`src/rtl/ext_mem_arbiter_pkg.sv`:
```
// rtl/ext_mem_arbiter_pkg.sv - shared types and helpers for the external-memory arbiter
// Contents:
//   arb_state_t  arbiter FSM encoding (IDLE=0, ADDR=1, RDATA=2)
//   BYTE_W       bits covered by one write-strobe bit
//   ERR_IDX_W    width of the reported error-owner index
//   owner_w()    master-index width, clog2(n) with a minimum of 1
//   slice_lsb()  lsb of field k inside a flattened per-master bus
package ext_mem_arbiter_pkg;

    typedef enum logic [1:0] {
        ST_IDLE  = 2'd0,
        ST_ADDR  = 2'd1,
        ST_RDATA = 2'd2
    } arb_state_t;

    localparam int BYTE_W    = 8;
    localparam int ERR_IDX_W = 2;

    function automatic int owner_w(input int n);
        int w;
        w = 1;
        while ((1 << w) < n) begin
            w++;
        end
        return w;
    endfunction

    function automatic int slice_lsb(input int idx, input int field_w);
        return idx * field_w;
    endfunction

endpackage

```
`src/rtl/ext_mem_arbiter_if.sv`:
```
// rtl/ext_mem_arbiter_if.sv - IOb master-side and slave-side bus bundle for the arbiter
// Signals:
//   m_avalid_i/m_addr_i/m_wdata_i/m_wstrb_i  flattened per-master requests (master k at slice k)
//   m_rdata_o/m_rvalid_o/m_ready_o           responses back to the masters
//   s_avalid_o/s_addr_o/s_wdata_o/s_wstrb_o  request towards the shared slave
//   s_rdata_i/s_rvalid_i/s_ready_i           slave response
// Modports:
//   slave   the arbiter's view (takes master requests, drives the slave port)
//   master  the surrounding logic's view (cache back-ends plus the iob2axi bridge)
interface ext_mem_arbiter_if
    import ext_mem_arbiter_pkg::*;
#(
    parameter int N_MASTERS = 2,
    parameter int ADDR_W    = 32,
    parameter int DATA_W    = 32
);
    logic [N_MASTERS-1:0]                 m_avalid_i;
    logic [N_MASTERS*ADDR_W-1:0]          m_addr_i;
    logic [N_MASTERS*DATA_W-1:0]          m_wdata_i;
    logic [N_MASTERS*(DATA_W/BYTE_W)-1:0] m_wstrb_i;
    logic [DATA_W-1:0]                    m_rdata_o;
    logic [N_MASTERS-1:0]                 m_rvalid_o;
    logic [N_MASTERS-1:0]                 m_ready_o;
    logic                                 s_avalid_o;
    logic [ADDR_W-1:0]                    s_addr_o;
    logic [DATA_W-1:0]                    s_wdata_o;
    logic [DATA_W/BYTE_W-1:0]             s_wstrb_o;
    logic [DATA_W-1:0]                    s_rdata_i;
    logic                                 s_rvalid_i;
    logic                                 s_ready_i;

    modport slave (
        input  m_avalid_i, m_addr_i, m_wdata_i, m_wstrb_i,
        input  s_rdata_i, s_rvalid_i, s_ready_i,
        output m_rdata_o, m_rvalid_o, m_ready_o,
        output s_avalid_o, s_addr_o, s_wdata_o, s_wstrb_o
    );

    modport master (
        output m_avalid_i, m_addr_i, m_wdata_i, m_wstrb_i,
        output s_rdata_i, s_rvalid_i, s_ready_i,
        input  m_rdata_o, m_rvalid_o, m_ready_o,
        input  s_avalid_o, s_addr_o, s_wdata_o, s_wstrb_o
    );

endinterface

```
`src/rtl/ext_mem_arbiter_rr_pick.sv`:
```
// rtl/ext_mem_arbiter_rr_pick.sv - combinational round-robin priority picker
// Ports:
//   req      request vector, one bit per requester
//   last     index of the most recently served requester (lowest priority)
//   winner   first requesting index scanning last+1, last+2, ... modulo N
//   any_req  at least one request is present
module rr_pick
    import ext_mem_arbiter_pkg::*;
#(
    parameter int N  = 2,
    parameter int IW = owner_w(N)
) (
    input  logic [N-1:0]  req,
    input  logic [IW-1:0] last,
    output logic [IW-1:0] winner,
    output logic          any_req
);

    // One extra bit so last+i (at most 2N-1) never wraps before the modulo fold.
    logic [IW:0] cand;

    always_comb begin
        winner  = '0;
        any_req = 1'b0;
        cand    = '0;
        for (int i = 1; i <= N; i++) begin
            cand = {1'b0, last} + (IW+1)'(i);
            if (cand >= (IW+1)'(N)) begin
                cand = cand - (IW+1)'(N);
            end
            if (!any_req && req[cand[IW-1:0]]) begin
                any_req = 1'b1;
                winner  = cand[IW-1:0];
            end
        end
    end

endmodule

```
`src/rtl/ext_mem_arbiter.sv`:
```
// rtl/ext_mem_arbiter.sv - round-robin arbiter sharing one IOb slave between N masters
// Ports:
//   clk_i         clock
//   arst_n_i      asynchronous reset, active-low
//   cke_i         clock enable; low freezes state and blocks new requests
//   bus           ext_mem_arbiter_if.slave: master requests in, slave port out
//   busy_o        arbiter is holding a grant (ADDR or RDATA)
//   err_o         one-cycle pulse when a read response timed out
//   err_master_o  owner of the last timed-out read, held until the next one
module ext_mem_arbiter
    import ext_mem_arbiter_pkg::*;
#(
    parameter int N_MASTERS    = 2,
    parameter int ADDR_W       = 32,
    parameter int DATA_W       = 32,
    parameter int RESP_TIMEOUT = 1024
) (
    input  logic                 clk_i,
    input  logic                 arst_n_i,
    input  logic                 cke_i,
    ext_mem_arbiter_if.slave     bus,
    output logic                 busy_o,
    output logic                 err_o,
    output logic [ERR_IDX_W-1:0] err_master_o
);

    localparam int OW = owner_w(N_MASTERS);
    localparam int SW = DATA_W / BYTE_W;
    localparam int TW = $clog2(RESP_TIMEOUT);

    // Master N-1 starts as "last served" so master 0 wins the first arbitration.
    localparam logic [OW-1:0] LAST_RST = OW'(N_MASTERS - 1);
    localparam logic [TW-1:0] TMO_LAST = TW'(RESP_TIMEOUT - 1);

    arb_state_t state_q, state_d;
    logic [OW-1:0]        owner_q, owner_d;
    logic [OW-1:0]        last_q, last_d;
    logic [TW-1:0]        tmo_q, tmo_d;
    logic                 err_q, err_d;
    logic [ERR_IDX_W-1:0] err_master_q, err_master_d;

    logic [OW-1:0]        win;
    logic                 any_req;
    logic                 active;

    logic [ADDR_W-1:0]    m_addr  [N_MASTERS];
    logic [DATA_W-1:0]    m_wdata [N_MASTERS];
    logic [SW-1:0]        m_wstrb [N_MASTERS];

    logic                 s_avalid;
    logic [ADDR_W-1:0]    s_addr;
    logic [DATA_W-1:0]    s_wdata;
    logic [SW-1:0]        s_wstrb;
    logic [N_MASTERS-1:0] m_ready;
    logic [N_MASTERS-1:0] m_rvalid;

    for (genvar k = 0; k < N_MASTERS; k++) begin : g_split
        assign m_addr[k]  = bus.m_addr_i[slice_lsb(k, ADDR_W) +: ADDR_W];
        assign m_wdata[k] = bus.m_wdata_i[slice_lsb(k, DATA_W) +: DATA_W];
        assign m_wstrb[k] = bus.m_wstrb_i[slice_lsb(k, SW) +: SW];
    end

    rr_pick #(
        .N  (N_MASTERS),
        .IW (OW)
    ) u_pick (
        .req     (bus.m_avalid_i),
        .last    (last_q),
        .winner  (win),
        .any_req (any_req)
    );

    // Handshakes are suppressed while frozen or held in reset so no master
    // sees an accept that the registers will not record.
    assign active = cke_i & arst_n_i;

    always_ff @(posedge clk_i or negedge arst_n_i) begin
        if (!arst_n_i) begin
            state_q      <= ST_IDLE;
            owner_q      <= '0;
            last_q       <= LAST_RST;
            tmo_q        <= '0;
            err_q        <= 1'b0;
            err_master_q <= '0;
        end else if (cke_i) begin
            state_q      <= state_d;
            owner_q      <= owner_d;
            last_q       <= last_d;
            tmo_q        <= tmo_d;
            err_q        <= err_d;
            err_master_q <= err_master_d;
        end
    end

    always_comb begin
        state_d      = state_q;
        owner_d      = owner_q;
        last_d       = last_q;
        tmo_d        = tmo_q;
        err_d        = 1'b0;
        err_master_d = err_master_q;
        s_avalid     = 1'b0;
        s_addr       = '0;
        s_wdata      = '0;
        s_wstrb      = '0;
        m_ready      = '0;
        m_rvalid     = '0;

        case (state_q)
            ST_IDLE: begin
                // Zero-latency path: the winner's request reaches the slave this cycle.
                if (any_req) begin
                    s_avalid     = 1'b1;
                    s_addr       = m_addr[win];
                    s_wdata      = m_wdata[win];
                    s_wstrb      = m_wstrb[win];
                    m_ready[win] = bus.s_ready_i;
                    owner_d      = win;
                    if (bus.s_ready_i) begin
                        last_d  = win;
                        tmo_d   = '0;
                        state_d = (m_wstrb[win] == '0) ? ST_RDATA : ST_IDLE;
                    end else begin
                        state_d = ST_ADDR;
                    end
                end
            end

            ST_ADDR: begin
                // The owner abandoning its request is a protocol violation; just release.
                if (!bus.m_avalid_i[owner_q]) begin
                    state_d = ST_IDLE;
                end else begin
                    s_avalid         = 1'b1;
                    s_addr           = m_addr[owner_q];
                    s_wdata          = m_wdata[owner_q];
                    s_wstrb          = m_wstrb[owner_q];
                    m_ready[owner_q] = bus.s_ready_i;
                    if (bus.s_ready_i) begin
                        last_d  = owner_q;
                        tmo_d   = '0;
                        state_d = (m_wstrb[owner_q] == '0) ? ST_RDATA : ST_IDLE;
                    end
                end
            end

            ST_RDATA: begin
                // A response arriving on the timeout cycle still wins.
                if (bus.s_rvalid_i) begin
                    m_rvalid[owner_q] = 1'b1;
                    tmo_d             = '0;
                    state_d           = ST_IDLE;
                end else if (tmo_q == TMO_LAST) begin
                    err_d        = 1'b1;
                    err_master_d = ERR_IDX_W'(owner_q);
                    tmo_d        = '0;
                    state_d      = ST_IDLE;
                end else begin
                    tmo_d = tmo_q + TW'(1);
                end
            end

            default: begin
                state_d = ST_IDLE;
            end
        endcase

        if (!active) begin
            s_avalid = 1'b0;
            s_addr   = '0;
            s_wdata  = '0;
            s_wstrb  = '0;
            m_ready  = '0;
            m_rvalid = '0;
        end
    end

    assign bus.s_avalid_o = s_avalid;
    assign bus.s_addr_o   = s_addr;
    assign bus.s_wdata_o  = s_wdata;
    assign bus.s_wstrb_o  = s_wstrb;
    assign bus.m_ready_o  = m_ready;
    assign bus.m_rvalid_o = m_rvalid;
    assign bus.m_rdata_o  = bus.s_rdata_i;

    assign busy_o       = (state_q != ST_IDLE);
    assign err_o        = err_q;
    assign err_master_o = err_master_q;

endmodule

```
`src/flat_wrapper.sv`:
```
// flat-port wrapper written by rule: the top's interface ports become plain ports
module ext_mem_arbiter_flat import ext_mem_arbiter_pkg::*;
#(
    parameter int N_MASTERS    = 2,
    parameter int ADDR_W       = 32,
    parameter int DATA_W       = 32,
    parameter int RESP_TIMEOUT = 1024
)
  (clk_i, arst_n_i, cke_i, busy_o, err_o, err_master_o, bus_m_avalid_i, bus_m_addr_i, bus_m_wdata_i, bus_m_wstrb_i, bus_s_rdata_i, bus_s_rvalid_i, bus_s_ready_i, bus_m_rdata_o, bus_m_rvalid_o, bus_m_ready_o, bus_s_avalid_o, bus_s_addr_o, bus_s_wdata_o, bus_s_wstrb_o);
  ext_mem_arbiter_if #(.N_MASTERS(N_MASTERS), .ADDR_W(ADDR_W), .DATA_W(DATA_W)) bus_i ();
  input  logic clk_i;
  input  logic arst_n_i;
  input  logic cke_i;
  output logic busy_o;
  output logic err_o;
  output logic [ERR_IDX_W-1:0] err_master_o;
  input wire logic [$bits(bus_i.m_avalid_i)-1:0] bus_m_avalid_i;
  input wire logic [$bits(bus_i.m_addr_i)-1:0] bus_m_addr_i;
  input wire logic [$bits(bus_i.m_wdata_i)-1:0] bus_m_wdata_i;
  input wire logic [$bits(bus_i.m_wstrb_i)-1:0] bus_m_wstrb_i;
  input wire logic [$bits(bus_i.s_rdata_i)-1:0] bus_s_rdata_i;
  input wire logic [$bits(bus_i.s_rvalid_i)-1:0] bus_s_rvalid_i;
  input wire logic [$bits(bus_i.s_ready_i)-1:0] bus_s_ready_i;
  output wire logic [$bits(bus_i.m_rdata_o)-1:0] bus_m_rdata_o;
  output wire logic [$bits(bus_i.m_rvalid_o)-1:0] bus_m_rvalid_o;
  output wire logic [$bits(bus_i.m_ready_o)-1:0] bus_m_ready_o;
  output wire logic [$bits(bus_i.s_avalid_o)-1:0] bus_s_avalid_o;
  output wire logic [$bits(bus_i.s_addr_o)-1:0] bus_s_addr_o;
  output wire logic [$bits(bus_i.s_wdata_o)-1:0] bus_s_wdata_o;
  output wire logic [$bits(bus_i.s_wstrb_o)-1:0] bus_s_wstrb_o;
  assign bus_i.m_avalid_i = bus_m_avalid_i;
  assign bus_i.m_addr_i = bus_m_addr_i;
  assign bus_i.m_wdata_i = bus_m_wdata_i;
  assign bus_i.m_wstrb_i = bus_m_wstrb_i;
  assign bus_i.s_rdata_i = bus_s_rdata_i;
  assign bus_i.s_rvalid_i = bus_s_rvalid_i;
  assign bus_i.s_ready_i = bus_s_ready_i;
  assign bus_m_rdata_o = bus_i.m_rdata_o;
  assign bus_m_rvalid_o = bus_i.m_rvalid_o;
  assign bus_m_ready_o = bus_i.m_ready_o;
  assign bus_s_avalid_o = bus_i.s_avalid_o;
  assign bus_s_addr_o = bus_i.s_addr_o;
  assign bus_s_wdata_o = bus_i.s_wdata_o;
  assign bus_s_wstrb_o = bus_i.s_wstrb_o;
  ext_mem_arbiter #(.N_MASTERS(N_MASTERS), .ADDR_W(ADDR_W), .DATA_W(DATA_W), .RESP_TIMEOUT(RESP_TIMEOUT)) u_core (.clk_i(clk_i), .arst_n_i(arst_n_i), .cke_i(cke_i), .bus(bus_i), .busy_o(busy_o), .err_o(err_o), .err_master_o(err_master_o));
endmodule
```
`config.mk`:
```
export PLATFORM = sky130hd
export DESIGN_NAME = ext_mem_arbiter_flat
export DESIGN_NICKNAME = d
export VERILOG_FILES = /design/src/rtl/ext_mem_arbiter_pkg.sv /design/src/rtl/ext_mem_arbiter_if.sv /design/src/rtl/ext_mem_arbiter_rr_pick.sv /design/src/rtl/ext_mem_arbiter.sv /design/src/flat_wrapper.sv
export SDC_FILE = /design/constraint.sdc
export NUM_CORES = 1
export LEC_CHECK = 0
export ABC_AREA = 1
export BUFFER_PORTS_ARGS = -buffer_cell sky130_fd_sc_hd__buf_2
export CAP_MARGIN = 20
export CORE_AREA = 2 2 109 111
export DETAILED_ROUTE_END_ITERATION = 12
export DIE_AREA = 0 0 111 113
export GPL_TIMING_DRIVEN = 0
export PLACE_DENSITY = 0.76
export RECOVER_POWER = 50
export SLEW_MARGIN = 15
export SYNTH_ARGS = -nofsm -noshare
export SYNTH_HDL_FRONTEND = slang
export SYNTH_SLANG_ARGS = --single-unit
export TNS_END_PERCENT = 1
```
`constraint.sdc`:
```
create_clock -name clk_i -period 1.4 [get_ports clk_i]
set_input_delay 0.14 -clock clk_i [delete_from_list [all_inputs] [get_ports clk_i]]
set_output_delay 0.14 -clock clk_i [all_outputs]
set_load 0.02 [all_outputs]
```
* Word level (Yosys, flattened, before mapping)
Index checks and enable logic that the tools add are counted.
Operators by class: add/subtract/negate cells 5, order comparisons 10, equal/unequal tests 9, multiplexer cells 80, bitwise operators 6, reductions and logical operators 15
Operators by type and width (count):
- two-way mux 32 bit | 18
- case mux 32 bit (2 select lines) | 2
- two-way mux 10 bit | 5
- two-way mux 4 bit | 9
- case mux 10 bit (3 select lines) | 1
- two-way mux 2 bit | 14
- two-way mux 1 bit | 24
- AND reduction 4 bit | 3
- adder 10 x 1 -> 10 bit (second input constant) | 1
- equality test 10 bit (second input constant) | 1
- greater-or-equal comparator 2 bit (second input constant) | 4
- logical NOT 4 bit | 2
- less-than comparator 1 x 2 -> 1 bit (second input constant) | 4
- case mux 4 bit (2 select lines) | 1
- case mux 2 bit (3 select lines) | 1
- AND reduction 6 bit | 1
- bitwise AND 2 bit | 2
- != test 2 x 1 -> 1 bit (second input constant) | 2
- != test 2 bit (second input constant) | 2
- inverter 1 -> 2 bit | 2
- case mux 1 bit (2 select lines) | 2
- case mux 2 bit (2 select lines) | 1
- nonzero test 2 bit | 2
- logical AND 1 bit | 3
- 15 further kinds | 18
Word-level totals: register bits after elaboration 16, input port bits 175, output and inout bits 109, logic and storage cells 131

* Depth between registers and ports, before layout
word-level depth 18, depth in mapped cells 10, mapped depth without buffers 10

* Hierarchy
A second synthesis with hierarchy kept.
Second synthesis, totals: cell total of the unflattened synthesis 464, area, all modules 2824.0 µm²
By module, submodules not included:
- ext_mem_arbiter | times used 1, cells an instance 461, area an instance 2808.9 µm², seq. area each 401.6 µm²
- rr_pick | times used 1, cells an instance 3, area an instance 15.0 µm², seq. area each 0.0 µm²

* Worst setup path after synthesis
Ideal clock, no wire load.
kind flip-flop to output port, from register u_core.last_q, to output bus_m_ready_o[0], arrival time 1.614 ns, data required time 1.260 ns, slack -0.354 ns, stages on the path, launching flop included 7, path buffers 2, cells stage by stage dfstp_2 nand2_1 nand2_1 buf_2 buf_2 nand2_1 a211oi_1
On the way: word-level cells in the longest chain between the ends 17, elaborated cells between the ends (all ways) 27, classes of those cells add/sub (4); order compare (4); mux (15); bitwise (1); reduce/logical (3)
RTL lines:
- from (decl) | line ext_mem_arbiter.sv:37 | logic [OW-1:0] last_q, last_d;
- from (signal assigned) | line ext_mem_arbiter.sv:88 | last_q <= last_d;
- adder 1 x 1 -> 2 bit | line ext_mem_arbiter_rr_pick.sv:27 | cand = {1'b0, last} + (IW+1)'(i);
- greater-or-equal comparator 2 bit / subtractor 1 bit (equally long branches) | line ext_mem_arbiter_rr_pick.sv:28, ext_mem_arbiter_rr_pick.sv:29
- two-way mux 1 bit | line ext_mem_arbiter_rr_pick.sv:28 | if (cand >= (IW+1)'(N)) begin
- two-way mux 1 bit (not written as such) (2 in a row) | line ext_mem_arbiter_rr_pick.sv:31 | if (!any_req && req[cand[IW-1:0]]) begin
- two-way mux 1 bit | line ext_mem_arbiter_rr_pick.sv:31
- logical NOT 1 bit | line ext_mem_arbiter_rr_pick.sv:31
- logical AND 1 bit | line ext_mem_arbiter_rr_pick.sv:31
- two-way mux 1 bit | line ext_mem_arbiter_rr_pick.sv:31
- less-than comparator 1 x 2 -> 1 bit (not written as such) / greater-or-equal comparator 1 bit (equally long branches) | line ext_mem_arbiter.sv:117 | m_ready[win] = bus.s_ready_i;
- logical AND 1 bit (not written as such) | line ext_mem_arbiter.sv:117
- two-way mux 1 bit (not written as such) | line ext_mem_arbiter.sv:117
- demux 1 bit (select 1 bit)
- bitwise AND 2 bit (no source line)
- two-way mux 2 bit * | line ext_mem_arbiter.sv:112 | if (any_req) begin
- case mux 2 bit (2 select lines) * | line ext_mem_arbiter.sv:109 | case (state_q)
- two-way mux 2 bit * | line ext_mem_arbiter.sv:168 | if (!active) begin
- to (decl) | line flat_wrapper.sv:26 | output wire logic [$bits(bus_i.m_ready_o)-1:0] bus_m_ready_o;
Mark *: on every way between the ends. The rest lies on a longest branch, timed or not. The select of a mux whose other input is x is not followed.

* Worst setup path in the final report
from register u_core.owner_q, to output bus_s_addr_o[22]
On the way: word-level cells in the longest chain between the ends 7, elaborated cells between the ends (all ways) 9, classes of those cells mux (8); bitwise (1)
RTL lines:
- from (decl) | line ext_mem_arbiter.sv:36 | logic [OW-1:0] owner_q, owner_d;
- from (signal assigned) | line ext_mem_arbiter.sv:87 | owner_q <= owner_d;
- inverter 1 -> 2 bit (not written as such) | line ext_mem_arbiter.sv:135 | s_addr = m_addr[owner_q];
- two-way mux 32 bit (not written as such) (3 in a row) | line ext_mem_arbiter.sv:135
- two-way mux 32 bit * | line ext_mem_arbiter.sv:131 | if (!bus.m_avalid_i[owner_q]) begin
- case mux 32 bit (2 select lines) * | line ext_mem_arbiter.sv:109
- two-way mux 32 bit * | line ext_mem_arbiter.sv:168
- to (decl) | line flat_wrapper.sv:28 | output wire logic [$bits(bus_i.s_addr_o)-1:0] bus_s_addr_o;
Marked as above.

==> flow_summary.ini <==
[clock_tree]
cts_root_buf = clkbuf_16
h-tree-depth = 1
cts_buffers = 3
path_clk_slew_ns = 0.05
worstSkewPairLatency_ns = 0.25
clock_sinks = 16
cts_buffer_depth = 2
cts_tree = yes

[routing]
num_vias = 5902
drtAntennaViolNets = 0
drc = 0
drt_pass1_iterations = 7
vias_per_cell = 5.15
drtIter0Drc = 442
wirelength_mm = 17.0
wl_per_cell_um = 14.8

[cells_and_area]
seqCellArea_um2 = 403
design_area_um2 = 6610
fillers = 1096
instances_no_fill = 1147
drive_gt1_share_pct = 44.4
fin_nets = 1180
multi_input_area_um2 = 3010
syn2layout_area_growth_pct = 74.7
final_core_util_pct = 58.7

[timing]
fmax_mhz = 532
final_hold_viol_count = 0
fin_crit_sh_pct = 134
worst_slack_ns = -0.479
setup_viol_count_final = 86
slew_viol_final = 0
fin_crit_ns = 1.88
worst_clock_skew_ns = 0.00429
worst_pin_slew_ns = 0.807
relSlewSlack_pct = 46.2
finalSetupTns_ns = -32.13
rsz0062_at_grt = true

[placement]
place_area_um2 = 5490
dp.cells = 1122
io_buffers = 250
pre_cts_ws_ns = -0.559
detailed_place_hpwl_mm = 12.7
gp_congestion = 0.922

[floorplan]
fp.dieH_um = 113
start_util_pct = 33.6
fp-row-count = 39
die_x_um = 111
core_area_um2 = 11300
dieArea_um2 = 12500
ios = 284

[synth]
synth_most_common_cell = nand2_1
synth_edf_count = 0
ys_warn_count = 0
netlist_top_cells_area = nand2_1 27%, o211ai_1 13%, dfrtp_1 9.9%, a21oi_1 9.8%, o21ai_0 9.7%
synth_common_cells = 268 x nand2_1, 81 x inv_1, 74 x a21oi_1
yosys_register_bits = 16
yosysTopAreaCell = nand2_1
syn_inst = 729
ys_types = 32
netlist_area_um2 = 3780
ys_dominant_reg_cell = dfrtp_1
synth_fp_nets = 905
synth_top_cell_area_share_pct = 26.6
yosysSeqAreaShare_pct = 10.6
syn_area_per_cell_um2 = 5.19
synthArstFlopShare_pct = 100

[setup_path]
start_kind = flop
cp.required_ns = 1.26
worstSetupPathType = flop to primary output
end_kind = primary output
cp_max_fo = 10
crit_arrival_ns = 1.74

[grt]
grt-ovfl-total = 0
antenna_found_initial = 1
grt_usage_pct = 24.9
grt_pass1_wl_mm = 26.3
grt_pass1_vias = 5437
grt_max_degree = 16

[outcome]
failed_checks = setup timing
status = finished, violations left

[power]
p_per_area_nw_per_um2 = 1130
p_seq_share_pct = 7.8
combinationalPowerShare_pct = 84.6
p_leak_nw = 3.20
switchingPower_mw = 3.86
p_sw_share_pct = 51.5
ir_drop_v = 0.000541
clkPwrFrac_pct = 7.6
internal_power_mw = 3.64

[worst_hold_path]
min_path_type = input pin to flop

[job]
drv_cap = 0
## area by class of cell
type | count | area share, %
Multi-Input combinational cell | 544 | 45.6
Timing Repair Buffer | 270 | 27.0
Buffer | 85 | 12.7
Sequential cell | 16 | 6.09
Inverter | 84 | 4.77
Tap cell | 143 | 2.71
Clock buffer | 4 | 1.19
Antenna cell | 1 | 0.0378
## logic make-up after synthesis
kind of cell             synth area share (%)
adder cells (fa/ha/maj)                 0.331
AND/OR/NAND/NOR                          33.4
buffers and inverters                    21.7
other                                  0.0991
XOR/XNOR                                0.231
AO/OA/AOI/OAI                            33.7
flip-flops                               10.6
## final timing paths
kind / startpoint / end / slack, ns / depth (start not counted)
worst min register to register: u_core.err_o / u_core.err_o / 0.48 / 2
min in group asynchronous: arst_n_i / u_core.last_q / 0.54 / 2
max in group asynchronous: arst_n_i / u_core.owner_q / 0.31 / 2
worst min-delay path: bus_s_rvalid_i / u_core.tmo_q[7] / 0.22 / 4
worst max-delay path: u_core.owner_q / bus_s_addr_o[22] / -0.48 / 8
worst max register to register: u_core.owner_q / u_core.state_q[1] / -0.17 / 10
## timing repair
| item | in CTS | in global routing |
|---|---|---|
| pin swaps | 39 | 42 |
| buffers inserted | 10 | 3 |
| endpoints found under the setup margin | 87 | 88 |
| hold buffers | 2 | 0 |
| gates cloned | 5 | 0 |
| hold endpoints to repair | 15 | 0 |
| gates resized for setup | 212 | 77 |
## cell usage in the layout, fill, tap and decap left out, types with 2 or more instances in the layout
cell type	synthesis	final
nand2_1	268	237
nand2_4	0	6
buf_6	1	58
a21oi_2	1	67
or2_4	0	2
nor2_2	3	2
clkbuf_1	14	34
o21ai_2	0	3
nor2_4	1	4
nand4_1	4	4
inv_1	81	81
dfrtp_1	15	14
inv_2	3	3
buf_8	0	16
nand2_2	0	25
buf_16	0	2
clkbuf_16	0	5
o211ai_1	64	64
a21oi_1	74	6
o21ai_1	3	12
a21oi_4	0	2
o21ai_0	73	61
nand3_1	14	12
buf_2	31	155
nor2_1	25	23
buf_4	37	76
buf_12	0	5
dlygate4sd3_1	0	2
clkbuf_2	0	5
## registers in the layout, indices dropped and copies added (netlist names)
name                 cells
u_core.err_master_o      1
u_core.err_o             1
u_core.last_q            1
u_core.owner_q           1
u_core.state_q           2
u_core.tmo_q            10
## stage by stage
step / total power, mW / hold slack (ns)
final: 7.50 / 0.220
after global routing: 8.04 / 0.244
after CTS: 7.08 / 0.209
after detailed placement: 5.32 / 0.0795
after global placement: 5.28 / 0.0810
after floorplan: 3.97 / -0.156
## power by group through the flow
stage / logic [mW] / clock network [mW] / registers [mW]
floorplan: 3.40 / 0 / 0.563
global placement: 4.71 / 0 / 0.572
detailed placement: 4.75 / 0 / 0.570
CTS: 5.92 / 0.577 / 0.577
global route: 6.85 / 0.594 / 0.596
finish: 6.35 / 0.567 / 0.588
## critical path: stages, from the launching register on
cell and delay [ns]:
dfrtp_2 0.44, inv_2 0.09, nand2_4 0.06, a21oi_4 0.20
buf_12 0.15, clkbuf_16 0.15, nand2_1 0.06, a21oi_2 0.16
buf_4 0.16
## routing by layer
| layer | vias up | wire [µm] | global-route usage [%] |
|---|---|---|---|
| met1 | 2620 | 6750 | 30.6 |
| met2 | 331 | 8240 | 44.7 |
| met3 | 51 | 1320 | 2.79 |
| met4 | 0 | 701 | 10.1 |
| met5 | - | 0 | 0 |
| li1 | 2900 | - | - |
No activity file was read; power rests on OpenSTA's default activity.
